**src/rtl/scytale_pkg.sv**
```systemverilog
// Shared definitions for the scytale encryptor and decryptor.
//   - default start tokens for both directions
//   - pad character emitted for positions beyond the stored message
//   - FSM state encoding
//   - address width helper: wide enough to hold the value MAX_NOF_CHARS itself
package scytale_pkg;

  localparam logic [7:0] START_ENCRYPTION_TOKEN_DEF = 8'hFA;
  localparam logic [7:0] START_DECRYPTION_TOKEN_DEF = 8'hFA;
  localparam logic [7:0] PAD_CHAR                   = 8'h00;

  typedef enum logic [1:0] {
    IDLE  = 2'd0,
    START = 2'd1,
    EMIT  = 2'd2,
    DONE  = 2'd3
  } state_t;

  // One bit more than needed to index the buffer, so a full count fits.
  function automatic int addr_width(input int max_chars);
    return $clog2(max_chars) + 1;
  endfunction

endpackage

```
**src/rtl/scytale_char_buffer.sv**
```systemverilog
// Character buffer for the scytale blocks.
// Ports:
//   clk, rst   clock and synchronous active-high reset (clears the count only)
//   wr_en      write wr_data at the current count; ignored when full
//   wr_data    character to store
//   clr        empty the buffer (count back to zero)
//   rd_addr    combinational read address
//   rd_data    stored character, or the pad character when rd_addr >= count
module scytale_char_buffer
  import scytale_pkg::*;
#(
  parameter int D_WIDTH       = 8,
  parameter int MAX_NOF_CHARS = 50,
  localparam int AW           = addr_width(MAX_NOF_CHARS)
) (
  input  logic               clk,
  input  logic               rst,
  input  logic               wr_en,
  input  logic [D_WIDTH-1:0] wr_data,
  input  logic               clr,
  input  logic [AW-1:0]      rd_addr,
  output logic [D_WIDTH-1:0] rd_data
);

  logic [D_WIDTH-1:0] mem_reg [MAX_NOF_CHARS];
  logic [AW-1:0]      count_reg;
  logic               full;
  logic               do_write;

  assign full     = (count_reg == AW'(MAX_NOF_CHARS));
  assign do_write = wr_en && !full;

  // Storage has no reset: only the count decides what is valid.
  always_ff @(posedge clk) begin
    if (do_write) begin
      mem_reg[count_reg[AW-2:0]] <= wr_data;
    end
  end

  always_ff @(posedge clk) begin
    if (rst) begin
      count_reg <= '0;
    end else if (clr) begin
      count_reg <= '0;
    end else if (do_write) begin
      count_reg <= count_reg + AW'(1);
    end
  end

  // Count never exceeds MAX_NOF_CHARS, so the pad test also guards the index.
  assign rd_data = (rd_addr >= count_reg) ? D_WIDTH'(PAD_CHAR)
                                          : mem_reg[rd_addr[AW-2:0]];

endmodule

```
**src/rtl/scytale_encryption.sv**
```systemverilog
// Scytale transposition encryptor.
// Collects plaintext until the start token, then emits the key_N x key_M
// ciphertext one character per cycle: c[i*N + j] = p[j*M + i].
// Ports:
//   clk, rst   clock and synchronous active-high reset
//   data_i     plaintext character or start token, qualified by valid_i
//   key_N      columns (characters per ciphertext row), sampled in START
//   key_M      rows, sampled in START
//   data_o     ciphertext character, qualified by valid_o
//   busy       high from token acceptance until the end of DONE
module scytale_encryption
  import scytale_pkg::*;
#(
  parameter int                  D_WIDTH                = 8,
  parameter int                  KEY_WIDTH              = 8,
  parameter int                  MAX_NOF_CHARS          = 50,
  parameter logic [D_WIDTH-1:0]  START_ENCRYPTION_TOKEN = D_WIDTH'(START_ENCRYPTION_TOKEN_DEF)
) (
  input  logic                 clk,
  input  logic                 rst,
  input  logic [D_WIDTH-1:0]   data_i,
  input  logic                 valid_i,
  input  logic [KEY_WIDTH-1:0] key_N,
  input  logic [KEY_WIDTH-1:0] key_M,
  output logic [D_WIDTH-1:0]   data_o,
  output logic                 valid_o,
  output logic                 busy
);

  localparam int AW  = addr_width(MAX_NOF_CHARS);
  localparam int L_W = 2 * KEY_WIDTH;

  state_t               state_reg,   state_next;
  logic                 busy_reg,    busy_next;
  logic                 valid_reg,   valid_next;
  logic [D_WIDTH-1:0]   data_reg,    data_next;
  logic [KEY_WIDTH-1:0] n_reg,       n_next;
  logic [KEY_WIDTH-1:0] m_reg,       m_next;
  logic [L_W-1:0]       len_reg,     len_next;
  logic [AW-1:0]        addr_reg,    addr_next;
  logic [AW-1:0]        i_reg,       i_next;
  logic [AW-1:0]        j_reg,       j_next;
  logic [AW-1:0]        out_cnt_reg, out_cnt_next;

  logic                 wr_en;
  logic                 buf_clr;
  logic [D_WIDTH-1:0]   rd_data;
  logic [L_W-1:0]       len_prod;
  logic                 len_legal;
  logic                 last_col;
  logic                 last_out;

  scytale_char_buffer #(
    .D_WIDTH       (D_WIDTH),
    .MAX_NOF_CHARS (MAX_NOF_CHARS)
  ) u_buffer (
    .clk     (clk),
    .rst     (rst),
    .wr_en   (wr_en),
    .wr_data (data_i),
    .clr     (buf_clr),
    .rd_addr (addr_reg),
    .rd_data (rd_data)
  );

  // Only IDLE accepts input; the token itself is never stored.
  assign wr_en   = (state_reg == IDLE) && valid_i && (data_i != START_ENCRYPTION_TOKEN);
  assign buf_clr = (state_reg == DONE);

  assign len_prod  = L_W'(key_N) * L_W'(key_M);
  assign len_legal = (len_prod != '0) && (len_prod <= L_W'(MAX_NOF_CHARS));

  // Compare in the wide domain so key_N - 1 cannot wrap into a small j.
  assign last_col = (L_W'(j_reg) == (L_W'(n_reg) - L_W'(1)));
  assign last_out = (L_W'(out_cnt_reg) == (len_reg - L_W'(1)));

  always_ff @(posedge clk) begin
    if (rst) begin
      state_reg   <= IDLE;
      busy_reg    <= 1'b0;
      valid_reg   <= 1'b0;
      data_reg    <= '0;
      n_reg       <= '0;
      m_reg       <= '0;
      len_reg     <= '0;
      addr_reg    <= '0;
      i_reg       <= '0;
      j_reg       <= '0;
      out_cnt_reg <= '0;
    end else begin
      state_reg   <= state_next;
      busy_reg    <= busy_next;
      valid_reg   <= valid_next;
      data_reg    <= data_next;
      n_reg       <= n_next;
      m_reg       <= m_next;
      len_reg     <= len_next;
      addr_reg    <= addr_next;
      i_reg       <= i_next;
      j_reg       <= j_next;
      out_cnt_reg <= out_cnt_next;
    end
  end

  always_comb begin
    state_next   = state_reg;
    busy_next    = busy_reg;
    valid_next   = 1'b0;
    data_next    = '0;
    n_next       = n_reg;
    m_next       = m_reg;
    len_next     = len_reg;
    addr_next    = addr_reg;
    i_next       = i_reg;
    j_next       = j_reg;
    out_cnt_next = out_cnt_reg;

    unique case (state_reg)
      IDLE: begin
        if (valid_i && (data_i == START_ENCRYPTION_TOKEN)) begin
          busy_next  = 1'b1;
          state_next = START;
        end
      end

      START: begin
        n_next       = key_N;
        m_next       = key_M;
        len_next     = len_prod;
        addr_next    = '0;
        i_next       = '0;
        j_next       = '0;
        out_cnt_next = '0;
        state_next   = len_legal ? EMIT : DONE;
      end

      EMIT: begin
        valid_next   = 1'b1;
        data_next    = rd_data;
        out_cnt_next = out_cnt_reg + AW'(1);
        // Walk down a column by stepping M; at the end of a ciphertext row
        // the next row starts at plaintext index i+1. M <= MAX_NOF_CHARS
        // whenever L is legal, so the truncating cast is lossless.
        if (last_col) begin
          i_next    = i_reg + AW'(1);
          j_next    = '0;
          addr_next = i_reg + AW'(1);
        end else begin
          j_next    = j_reg + AW'(1);
          addr_next = addr_reg + AW'(m_reg);
        end
        if (last_out) begin
          state_next = DONE;
        end
      end

      DONE: begin
        busy_next  = 1'b0;
        state_next = IDLE;
      end

      default: begin
        state_next = IDLE;
        busy_next  = 1'b0;
      end
    endcase
  end

  assign data_o  = data_reg;
  assign valid_o = valid_reg;
  assign busy    = busy_reg;

endmodule

```
**config.mk**
```make
export PLATFORM = sky130hd
export DESIGN_NAME = scytale_encryption
export DESIGN_NICKNAME = d
export VERILOG_FILES = /design/src/rtl/scytale_pkg.sv /design/src/rtl/scytale_char_buffer.sv /design/src/rtl/scytale_encryption.sv
export SDC_FILE = /design/constraint.sdc
export NUM_CORES = 1
export LEC_CHECK = 0
export CAP_MARGIN = 20
export CORE_ASPECT_RATIO = 1.1
export CORE_MARGIN = 1
export CORE_UTILIZATION = 35
export DETAILED_ROUTE_END_ITERATION = 7
export PLACE_DENSITY_LB_ADDON = 0.12
export SYNTH_ARGS = -nofsm -noshare
export SYNTH_HDL_FRONTEND = slang
export SYNTH_HIERARCHICAL = 1
export SYNTH_SLANG_ARGS = --single-unit
```
**constraint.sdc**
```tcl
create_clock -name clk -period 4.35 [get_ports clk]
set_input_delay 0.435 -clock clk [delete_from_list [all_inputs] [get_ports clk]]
set_output_delay 0.435 -clock clk [all_outputs]
set_load 0.02 [all_outputs]
```
==> results of run 1 <==
## repair_timing
item | CTS | global route
pin swaps | 10 | 20
buffers inserted | 4 | 6
resized for setup | 22 | 41
endpoints found under the setup margin | 3 | 3
## area by class of cell
class	instances	area (µm²)
Clock buffer	66	1350
Clock inverter	28	231
Fill cell	5908	36900
Inverter	79	297
Multi-Input combinational cell	872	7870
Sequential cell	478	13600
Tap cell	833	1040
Timing Repair Buffer	126	957
## layer usage
metal	up-vias	GRT usage [%]	share of wire, %
met5	-	0	0
met2	242	28.9	49
li1	5844	-	-
met3	71	3.29	4.4
met1	6599	23.6	45
met4	0	5.08	2.3
## worst paths after layout
path                        endpoint   startpoint  slack [ns]  depth (start not counted)
max                      len_reg[12]     key_M[7]        0.21                         22
min reg2reg              len_reg[10]  len_reg[10]        0.50                          2
min          u_buffer/mem_reg[36][6]    data_i[6]        0.19                          1
max reg2reg                data_o[2]  addr_reg[1]        1.19                          6
## synth_stat cells (12+ instances only)
master	instances
nor3_1	23
clkbuf_1	23
buf_2	12
and2_1	60
inv_1	78
o21ai_0	28
ha_1	61
xnor2_1	29
xor2_1	19
fa_1	37
a22oi_1	23
buf_4	12
nand3_1	26
edfxtp_1	400
a21oi_1	42
mux4_2	93
nand2_1	82
dfxtp_1	78
nor2_1	146
mux2i_1	59
## per-stage QoR
stage               std cells   TNS, ns  util, %
floorplan                1493    -0.114        -
global placement         2378     -5.24     37.9
detailed placement       2378     -5.67     37.9
CTS                      2476         0     40.5
global route             2482  -0.00298     40.7
finish                   2482         0     40.7
## power by group through the flow
| stage | Clock [W] | Combinational [W] | Sequential [W] |
|---|---|---|---|
| detailed placement | 0 | 0.00162 | 0.00514 |
| floorplan | 0 | 0.000934 | 0.00512 |
| global placement | 0 | 0.00162 | 0.00513 |
| finish | 0.00416 | 0.00183 | 0.00504 |
| CTS | 0.00427 | 0.00174 | 0.00504 |
| global route | 0.00445 | 0.00205 | 0.00504 |
## logic make-up after synthesis
group           Yosys count
simple gates            404
fa+ha+maj                98
xor+xnor                 48
mux                     157
compound gates          165
flops                   478
buf+inv                 143
==> impl_metrics.csv, run 1 <==
group,metric,value,unit
status,status,"completed",
synth,synth_top_family_by_area,"multiplexers",
pwr,p_leak,8.57,nW
synth,synth-edff-count,400,
worst_setup_path,worst_setup_path_start_kind,"input port",
global_routing,grt_pass1_wl,83.3,mm
timing,final_max_slew_viol_count,0,
synth,synth_xor_area_share,1.91,%
pwr,combPwrFrac,16.6,%
drt,vias,12800,
final_layout,final_common_cell,"edfxtp_1",
synth,synth_simple_gate_area_share,8.89,%
timing,period_minus_slack,4.14,ns
synth,synth_ff_type,"edfxtp_1",
placed_design,port-buffer-count,36,
floorplan,ios,37,
worst_setup_path,cp.required,4.85,ns
floorplan,die_area,63800,µm²
synth,synth.area.mux_share,12.5,%
pwr,clock_power_share,37.7,%
global_routing,grt.overflow.total,0,
floorplan,initial_core_util,35.3,%
timing,timing.final.ws_setup,0.205,ns
synth,synth_cell_type_count,67,
synth,synth_compound_area_share,5.01,%
worst_setup_path,path_common_cell,"buf_4",
final_layout,final_cell_mix,"edfxtp_1, nor2_1, mux4_2, buf_4, nand2_1",
synth,syn_inst,1493,
final_layout,synthToLayoutAreaGrowth,15.2,%
pwr,switchingPower,0.00277,W
synth,synth_nets,1618,
timing,whs,0.192,ns
synth,yosys.area.top_type,"edfxtp_1",
worst_setup_path,cp-end-kind,"flop",
global_routing,first_global_vias,13400,
clock_network,cts_made_buffers,51,
global_routing,grtUsageTotal,17.6,%
floorplan,fp.dieH,265,µm
drt,via_per_inst,5.14,
worst_setup_path,path_buf_inv,8,
clock_network,htree_levels,2,
hold_path,min_path_type,"input port to flop",
clock_network,clkLatencyLatePin,0.62,ns
final_layout,diodes,0,
placed_design,hpwlAfterDp,35.9,mm
drt,routedWlPerCell,21.9,µm
pwr,swShare,25.1,%
worst_setup_path,crit_family,"adder cells",
worst_setup_path,slowest_delay,0.52,ns
drt,final_antenna_net_count,0,
synth,netlist.area_leader.share,54.6,%
floorplan,core,62200,µm²
global_routing,antenna_found_initial,0,
floorplan,die_w,241,µm
pwr,seqPwrFrac,45.7,%
drt,wirelength,54.4,mm
timing,finalHoldViolations,0,
synth,synthArstFlopShare,0,%
synth,syn_area,22000,µm²
timing,maxClockFrequency,0.241,GHz
timing,clock_skew,0.0275,ns
worst_setup_path,criticalPathCategory,"input port to flop",
global_routing,grt_max_degree,56,
floorplan,rows,96,
synth,seq_area_frac_synth,61.7,%
timing,worst_pin_slew,1.06,ns
pwr,intPower,0.00826,W
worst_setup_path,path_max_fanout,7,
run,cap_violations,0,
pwr,vdd_drop_max,0.281,mV
drt,firstDrtPassIters,5,
placed_design,placed_area,23600,µm²
pwr,power.total,0.0110,W
clock_network,hold_buffers,0,
final_layout,drive_gt1_share,19.1,%
timing,report.final.setup_viol,0,
final_layout,finalNetCount,1733,
worst_setup_path,cp.arrival,4.64,ns
synth,synthAdderAreaFrac,6.84,%
worst_setup_path,crit_path_top_delay_cell,"fa_1",
worst_setup_path,worstPathCellList,"dlygate4sd2_1, buf_4, and2_1, fa_1, fa_1, fa_1, inv_1, fa_1, inv_2, ha_4, o21ai_2, nand2_1, o41ai_2, buf_4, nor4b_2, nor4b_2, buf_4, buf_4, buf_4, nor2_1, a21oi_1, nor2_1",
placed_design,place_congestion,0.782,
timing,fin_crit_sh,95.3,%
drt,route.detailed.drc,0,
pwr,power.density,435,nW/µm²
clock_network,cts_tree,"done",
placed_design,place_ws,-0.895,ns
synth,syn_avg_cell_area,14.7,µm²
clock_network,clock_sinks,478,
final_layout,largest_register_ffs,400,
synth,ys_warn_count,6,
clock_network,clk_pin_slew,0.06,ns
clock_network,max-clock-path-buffers,3,
clock_network,clk_root_buffer_cell,"clkbuf_16",
final_layout,final_area,25300,µm²
synth,synth_area_leaders,"edfxtp_1, mux4_2, dfxtp_1, ha_1, fa_1",
drt,drtIter0Drc,804,
synth,ys_seq_elements,478,
timing,relSlewSlack,29.1,%
No activity file was read; power rests on OpenSTA's default activity.
==> run 2, diff against run 1 <==
--- a/config.mk
+++ b/config.mk
@@ -13,5 +13,4 @@
 export PLACE_DENSITY_LB_ADDON = 0.12
 export SYNTH_ARGS = -nofsm -noshare
 export SYNTH_HDL_FRONTEND = slang
-export SYNTH_HIERARCHICAL = 1
 export SYNTH_SLANG_ARGS = --single-unit
==> constraint.sdc (replaced) <==
create_clock -name clk -period 3.8 [get_ports clk]
set_input_delay 0.38 -clock clk [delete_from_list [all_inputs] [get_ports clk]]
set_output_delay 0.38 -clock clk [all_outputs]
set_load 0.02 [all_outputs]
==> impl_metrics.csv, run 2 <==
group,metric,value,unit
global_routing,first_global_vias,12500,
pwr,clock_power_share,39.0,%
status,status,"complete, but fails checks",
floorplan,initial_core_util,35.4,%
final_layout,final_cell_mix,"edfxtp_1, nor2_1, mux4_2, buf_4",
pwr,vdd_drop_max,0.323,mV
floorplan,die_area,63000,µm²
synth,netlist.area_leader.share,55.4,%
pwr,p_leak,8.71,nW
final_layout,synthToLayoutAreaGrowth,18.1,%
timing,whs,0.205,ns
drt,vias,11900,
global_routing,grt.overflow.total,0,
floorplan,core,61200,µm²
timing,finalHoldViolations,0,
clock_network,max-clock-path-buffers,3,
run,cap_violations,0,
worst_setup_path,cp-end-kind,"flop",
synth,ys_seq_elements,478,
global_routing,antenna_found_initial,2,
worst_setup_path,path_max_fanout,4,
floorplan,rows,95,
synth,yosys-top-cells-count,"edfxtp_1, nor2_1, mux4_2",
hold_path,min_path_type,"input port to flop",
final_layout,final_core_util,41.8,%
timing,rsz0062_at_grt,"yes",
placed_design,dp.cells,2294,
floorplan,die_w,239,µm
synth,syn_avg_cell_area,15.8,µm²
global_routing,grt_pass1_wl,78.4,mm
floorplan,ios,37,
global_routing,grt_max_degree,51,
timing,report.final.setup_viol,6,
pwr,combPwrFrac,16.1,%
timing,clock_skew,0.0278,ns
timing,fin_crit_sh,109,%
clock_network,cts_tree,"done",
synth,synth_area_leaders,"edfxtp_1, mux4_2, dfxtp_1, ha_1, fa_1",
worst_setup_path,cp.arrival,4.61,ns
worst_setup_path,worst_setup_path_start_kind,"input port",
pwr,power.density,502,nW/µm²
synth,synth-edff-count,400,
clock_network,cts_made_buffers,51,
pwr,switchingPower,0.00318,W
timing,relSlewSlack,37.4,%
synth,synthArstFlopShare,0,%
final_layout,seqCellArea,13600,µm²
pwr,swShare,24.8,%
drt,routedWlPerCell,21.3,µm
worst_setup_path,criticalPathCategory,"input port to flop",
timing,maxClockFrequency,0.242,GHz
drt,wirelength,51.0,mm
synth,synth_cell_type_count,69,
placed_design,place_ws,-1.36,ns
timing,final_max_slew_viol_count,0,
drt,final_antenna_net_count,0,
pwr,seqPwrFrac,44.8,%
status,failed_checks,"setup timing",
final_layout,instances_no_fill,2397,
drt,drtIter0Drc,667,
clock_network,htree_levels,2,
pwr,intPower,0.00967,W
final_layout,nFillCells,5591,
synth,seq_area_frac_synth,62.6,%
clock_network,clk_root_buffer_cell,"clkbuf_16",
final_layout,finalNetCount,1653,
clock_network,clk_pin_slew,0.07,ns
timing,period_minus_slack,4.14,ns
final_layout,multi_input_area,7770,µm²
synth,synth_nets,1501,
timing,timing.final.ws_setup,-0.340,ns
placed_design,hpwlAfterDp,35.1,mm
synth,synth_most_common_cell,"edfxtp_1",
final_layout,final_common_cell,"edfxtp_1",
synth,synth_ff_type,"edfxtp_1",
clock_network,clkLatencyLatePin,0.60,ns
pwr,power.total,0.0128,W
placed_design,place_congestion,0.807,
drt,route.detailed.drc,0,
final_layout,drive_gt1_share,24.4,%
synth,syn_area,21700,µm²
timing,worst_pin_slew,0.933,ns
final_layout,largest_register_ffs,400,
global_routing,grtUsageTotal,16.7,%
drt,firstDrtPassIters,5,
synth,syn_inst,1376,
drt,via_per_inst,4.96,
clock_network,clock_sinks,478,
synth,yosys.area.top_type,"edfxtp_1",
floorplan,fp.dieH,263,µm
synth,ys_warn_count,0,
placed_design,port-buffer-count,36,
worst_setup_path,cp.required,4.27,ns
-- run 2: timing repair --
item | 4_1_cts | 5_1_grt
resized for setup | 67 | 12
hold buffers | 0 | 0
setup buffers | 7 | 1
cloned | 0 | 0
pin swaps | 26 | 22
setup endpoints to repair | 8 | 8
-- run 2: cell type report --
cell class	count	share of cell area [%]
Antenna cell	2	0.0195
Clock buffer	70	5.58
Clock inverter	26	1.08
Inverter	78	1.14
Multi-Input combinational cell	764	30.3
Sequential cell	478	53.0
Tap cell	824	4.03
Timing Repair Buffer	155	4.80
-- run 2: path summary, 6_finish.rpt --
| kind | startpoint | to | slack [ns] | cells past startpoint |
|---|---|---|---|---|
| worst min register to register | len_reg[12] | len_reg[12] | 0.51 | 2 |
| worst min-delay path | rst | m_reg[2] | 0.21 | 2 |
| worst max-delay path | key_M[7] | state_reg[0] | -0.34 | 18 |
| worst max register to register | state_reg[0] | u_buffer.mem_reg[47][6] | 0.74 | 6 |
-- run 2: routing by layer --
layer,vias to the layer above,share of wire (%),GRT usage (%)
li1,5561,-,-
met5,-,0,0
met2,191,47,26.6
met3,69,3.7,2.95
met4,0,2.2,4.26
met1,6080,47,23.4
-- run 2: critical path, stage by stage --
cell      delay, ns
buf_8          0.10
buf_6          0.10
and2_4         0.15
fa_1           0.56
fa_1           0.45
fa_1           0.49
inv_1          0.05
fa_1           0.50
inv_2          0.05
ha_4           0.15
buf_6          0.11
or2_4          0.25
a211oi_4       0.32
o31ai_2        0.12
xnor2_1        0.22
nand4_1        0.13
o41ai_2        0.36
a221oi_1       0.11
-- run 2: cell families (layout without fill, tap and decap cells) --
group                      count (synthesis)  count (layout)  share of synthesized area, %
and+or+nand+nor                          315             315                          7.16
DFF                                      478             478                          62.6
AOI/OAI and AO/OA                        134             134                          4.18
adders and majority gates                 98              98                          6.93
other                                      0               2                             0
muxes                                    171             171                          14.8
buffers and inverters                    134             329                          2.47
xor gates and xnor gates                  46              46                          1.86
-- run 2: power groups by stage --
stage	sequential, W	clock (W)	combinational, W
after floorplan	0.00586	0	0.00118
after global placement	0.00587	0	0.00192
after detailed placement	0.00587	0	0.00191
after CTS	0.00576	0.00516	0.00203
after global routing	0.00577	0.00534	0.00230
final	0.00576	0.00501	0.00207
-- run 2: per-stage QoR --
| stage | cell area, µm² | TNS (ns) |
|---|---|---|
| after floorplan | 21800 | -0.939 |
| after global placement | 23800 | -9.53 |
| after detailed placement | 23800 | -9.50 |
| after CTS | 25600 | -0.782 |
| after global routing | 25600 | -1.51 |
| final | 25600 | -0.612 |
==> run 3, diff against run 2 <==
==> constraint.sdc (replaced) <==
create_clock -name clk -period 4.5 [get_ports clk]
set_input_delay 0.45 -clock clk [delete_from_list [all_inputs] [get_ports clk]]
set_output_delay 0.45 -clock clk [all_outputs]
set_load 0.02 [all_outputs]
==> impl_metrics.csv, run 3 (synthesized netlist as in run 2, its figures left out) <==
group,metric,value,unit
clock_network,max-clock-path-buffers,3,
pwr,swShare,24.7,%
clock_network,htree_levels,2,
worst_setup_path,criticalPathCategory,"input port to flop",
worst_setup_path,reg2regPathDepth,7,
timing,clock_skew,0.0222,ns
global_routing,antenna_found_initial,1,
placed_design,port-buffer-count,36,
pwr,power.total,0.0105,W
placed_design,place_congestion,0.803,
pwr,p_leak,8.66,nW
clock_network,cts_made_buffers,50,
drt,routedWlPerCell,22.4,µm
pwr,vdd_drop_max,0.256,mV
global_routing,met2_usage,29.4,%
pwr,intPower,0.00792,W
worst_setup_path,r2r_slack,1.31,ns
final_layout,synthToLayoutAreaGrowth,17.1,%
timing,report.final.setup_viol,0,
status,status,"completed",
hold_path,min_path_type,"input port to flop",
global_routing,grt_max_degree,51,
worst_setup_path,worstPathCellList,"dlygate4sd2_1, and2_1, fa_1, inv_1, fa_1, fa_1, fa_1, inv_1, ha_4, o211a_1, a211oi_2, buf_4, o31ai_2, xnor2_1, nand4_1, o41ai_2, a221oi_1",
worst_setup_path,slowest_delay,0.56,ns
worst_setup_path,crit_path_top_delay_cell,"fa_1",
drt,via_per_inst,5.06,
worst_setup_path,cp.arrival,4.82,ns
floorplan,rows,95,
floorplan,ios,37,
final_layout,drive_gt1_share,22.2,%
final_layout,nFillCells,5616,
clock_network,cts_tree,"done",
worst_setup_path,r2r_end,"u_buffer.mem_reg[49][6]",
global_routing,first_global_vias,12800,
global_routing,globalRouteMet3Util,2.46,%
final_layout,largest_register_ffs,400,
timing,relSlewSlack,38.2,%
pwr,combPwrFrac,15.4,%
drt,final_antenna_net_count,0,
timing,finalHoldViolations,0,
floorplan,fp.dieH,263,µm
drt,firstDrtPassIters,5,
worst_setup_path,cp.required,4.93,ns
worst_setup_path,worst_setup_path_start_kind,"input port",
hold_path,whs_endpoint,"u_buffer.mem_reg[14][2]",
placed_design,hpwlAfterDp,35.6,mm
clock_network,clock_sinks,478,
global_routing,grt_use_met1,23.8,%
floorplan,core,61200,µm²
global_routing,grt_pass1_wl,81.2,mm
hold_path,hold_depth,1,
worst_setup_path,cp-end-kind,"flop",
final_layout,final_cell_mix,"edfxtp_1, nor2_1, mux4_2, buf_4, inv_1",
timing,maxClockFrequency,0.228,GHz
clock_network,hold_buffers,0,
global_routing,top_usage_layer,"met2",
timing,fin_crit_sh,97.4,%
drt,route.detailed.drc,0,
final_layout,instances_no_fill,2391,
worst_setup_path,cp-startpoint,"key_M[3]",
worst_setup_path,path_max_fanout,6,
final_layout,finalNetCount,1651,
timing,final_max_slew_viol_count,0,
run,cap_violations,0,
global_routing,grtUsageTotal,17.5,%
timing,period_minus_slack,4.38,ns
final_layout,final_common_cell,"edfxtp_1",
clock_network,clk_root_buffer_cell,"clkbuf_16",
timing,worst_pin_slew,0.924,ns
clock_network,clkLatencyLatePin,0.59,ns
drt,vias,12100,
drt,wirelength,53.5,mm
pwr,power.density,414,nW/µm²
pwr,switchingPower,0.00260,W
floorplan,initial_core_util,35.4,%
pwr,seqPwrFrac,46.2,%
placed_design,dp.cells,2297,
floorplan,die_area,63000,µm²
worst_setup_path,path_common_cell,"fa_1",
hold_path,min_from,"data_i[2]",
clock_network,clk_pin_slew,0.06,ns
drt,drtIter0Drc,773,
worst_setup_path,r2r_start,"u_buffer.count_reg[0]",
global_routing,grt.overflow.total,0,
pwr,clock_power_share,38.4,%
floorplan,die_w,239,µm
[run 3: cell count changes in the layout (fill, tap and decap cells not counted), sizes merged, moves of 2 or more]
| cell | previous run | this run |
|---|---|---|
| buf | 140 | 127 |
| clkbuf | 70 | 63 |
| dlygate4sd2 | 1 | 6 |
| clkinv | 18 | 22 |
| dlymetal6s2s | 0 | 3 |
| clkdlybuf4s15 | 1 | 3 |
[run 3: worst max path at each step]
stage | end | cells past startpoint
2_1_floorplan | state_reg[0] | 15
3_3_place_gp | state_reg[0] | 16
3_5_place_dp | state_reg[0] | 16
4_1_cts | state_reg[0] | 16
5_1_grt | state_reg[0] | 18
6_report | state_reg[0] | 17
[run 3: per-layer routing]
metal / vias to the layer above / routed length [µm]
li1: 5563 / -
met1: 6264 / 24200
met2: 215 / 26400
met3: 66 / 1950
met4: 0 / 993
met5: - / 0
[run 3: final cells by class]
| cell class | count | area [µm²] | area share [%] |
|---|---|---|---|
| sequential | 478 | 13600 | 53.5 |
| multi-input combinational | 764 | 7670 | 30.2 |
| clock buffer | 61 | 1310 | 5.17 |
| timing repair buffer | 154 | 1240 | 4.87 |
| tap | 824 | 1030 | 4.06 |
| inverter | 78 | 293 | 1.15 |
| clock inverter | 31 | 268 | 1.05 |
| antenna | 1 | 2.50 | 0.00985 |
[run 3: power groups by stage]
stage | Combinational [W] | Sequential [W] | Clock [W]
final | 0.00162 | 0.00486 | 0.00404
after global routing | 0.00179 | 0.00487 | 0.00431
after CTS | 0.00155 | 0.00486 | 0.00415
after detailed placement | 0.00152 | 0.00496 | 0
after global placement | 0.00153 | 0.00496 | 0
after floorplan | 0.000853 | 0.00495 | 0
[run 3: per-stage QoR]
stage	worst slack (ns)	TNS (ns)	util [%]	hold WS, ns	cell area [µm²]
3_3_place_gp	-0.846	-4.29	38.7	0.476	23700
6_report	0.118	0	41.5	0.167	25400
3_5_place_dp	-0.929	-4.47	38.7	0.485	23700
2_1_floorplan	0.0114	0	-	0.459	21700
5_1_grt	-0.0215	-0.0215	41.5	0.144	25400
4_1_cts	0.00514	0	41.3	0.134	25300
[run 3: worst max-delay path: cells and delay by family]
family | cells | cell delay [ns]
AND/OR/NAND/NOR | 2 | 0.32
buffers and inverters | 4 | 0.57
XOR/XNOR | 1 | 0.17
adder cells (fa/ha/maj) | 5 | 2.27
AO/OA/AOI/OAI | 5 | 1.03
[run 3: repair_timing]
action | 4_1_cts | 5_1_grt
setup endpoints to repair | 3 | 2
pin swaps | 8 | 16
resized for setup | 15 | 27
setup buffers | 0 | 1
hold endpoints to repair | 0 | 0
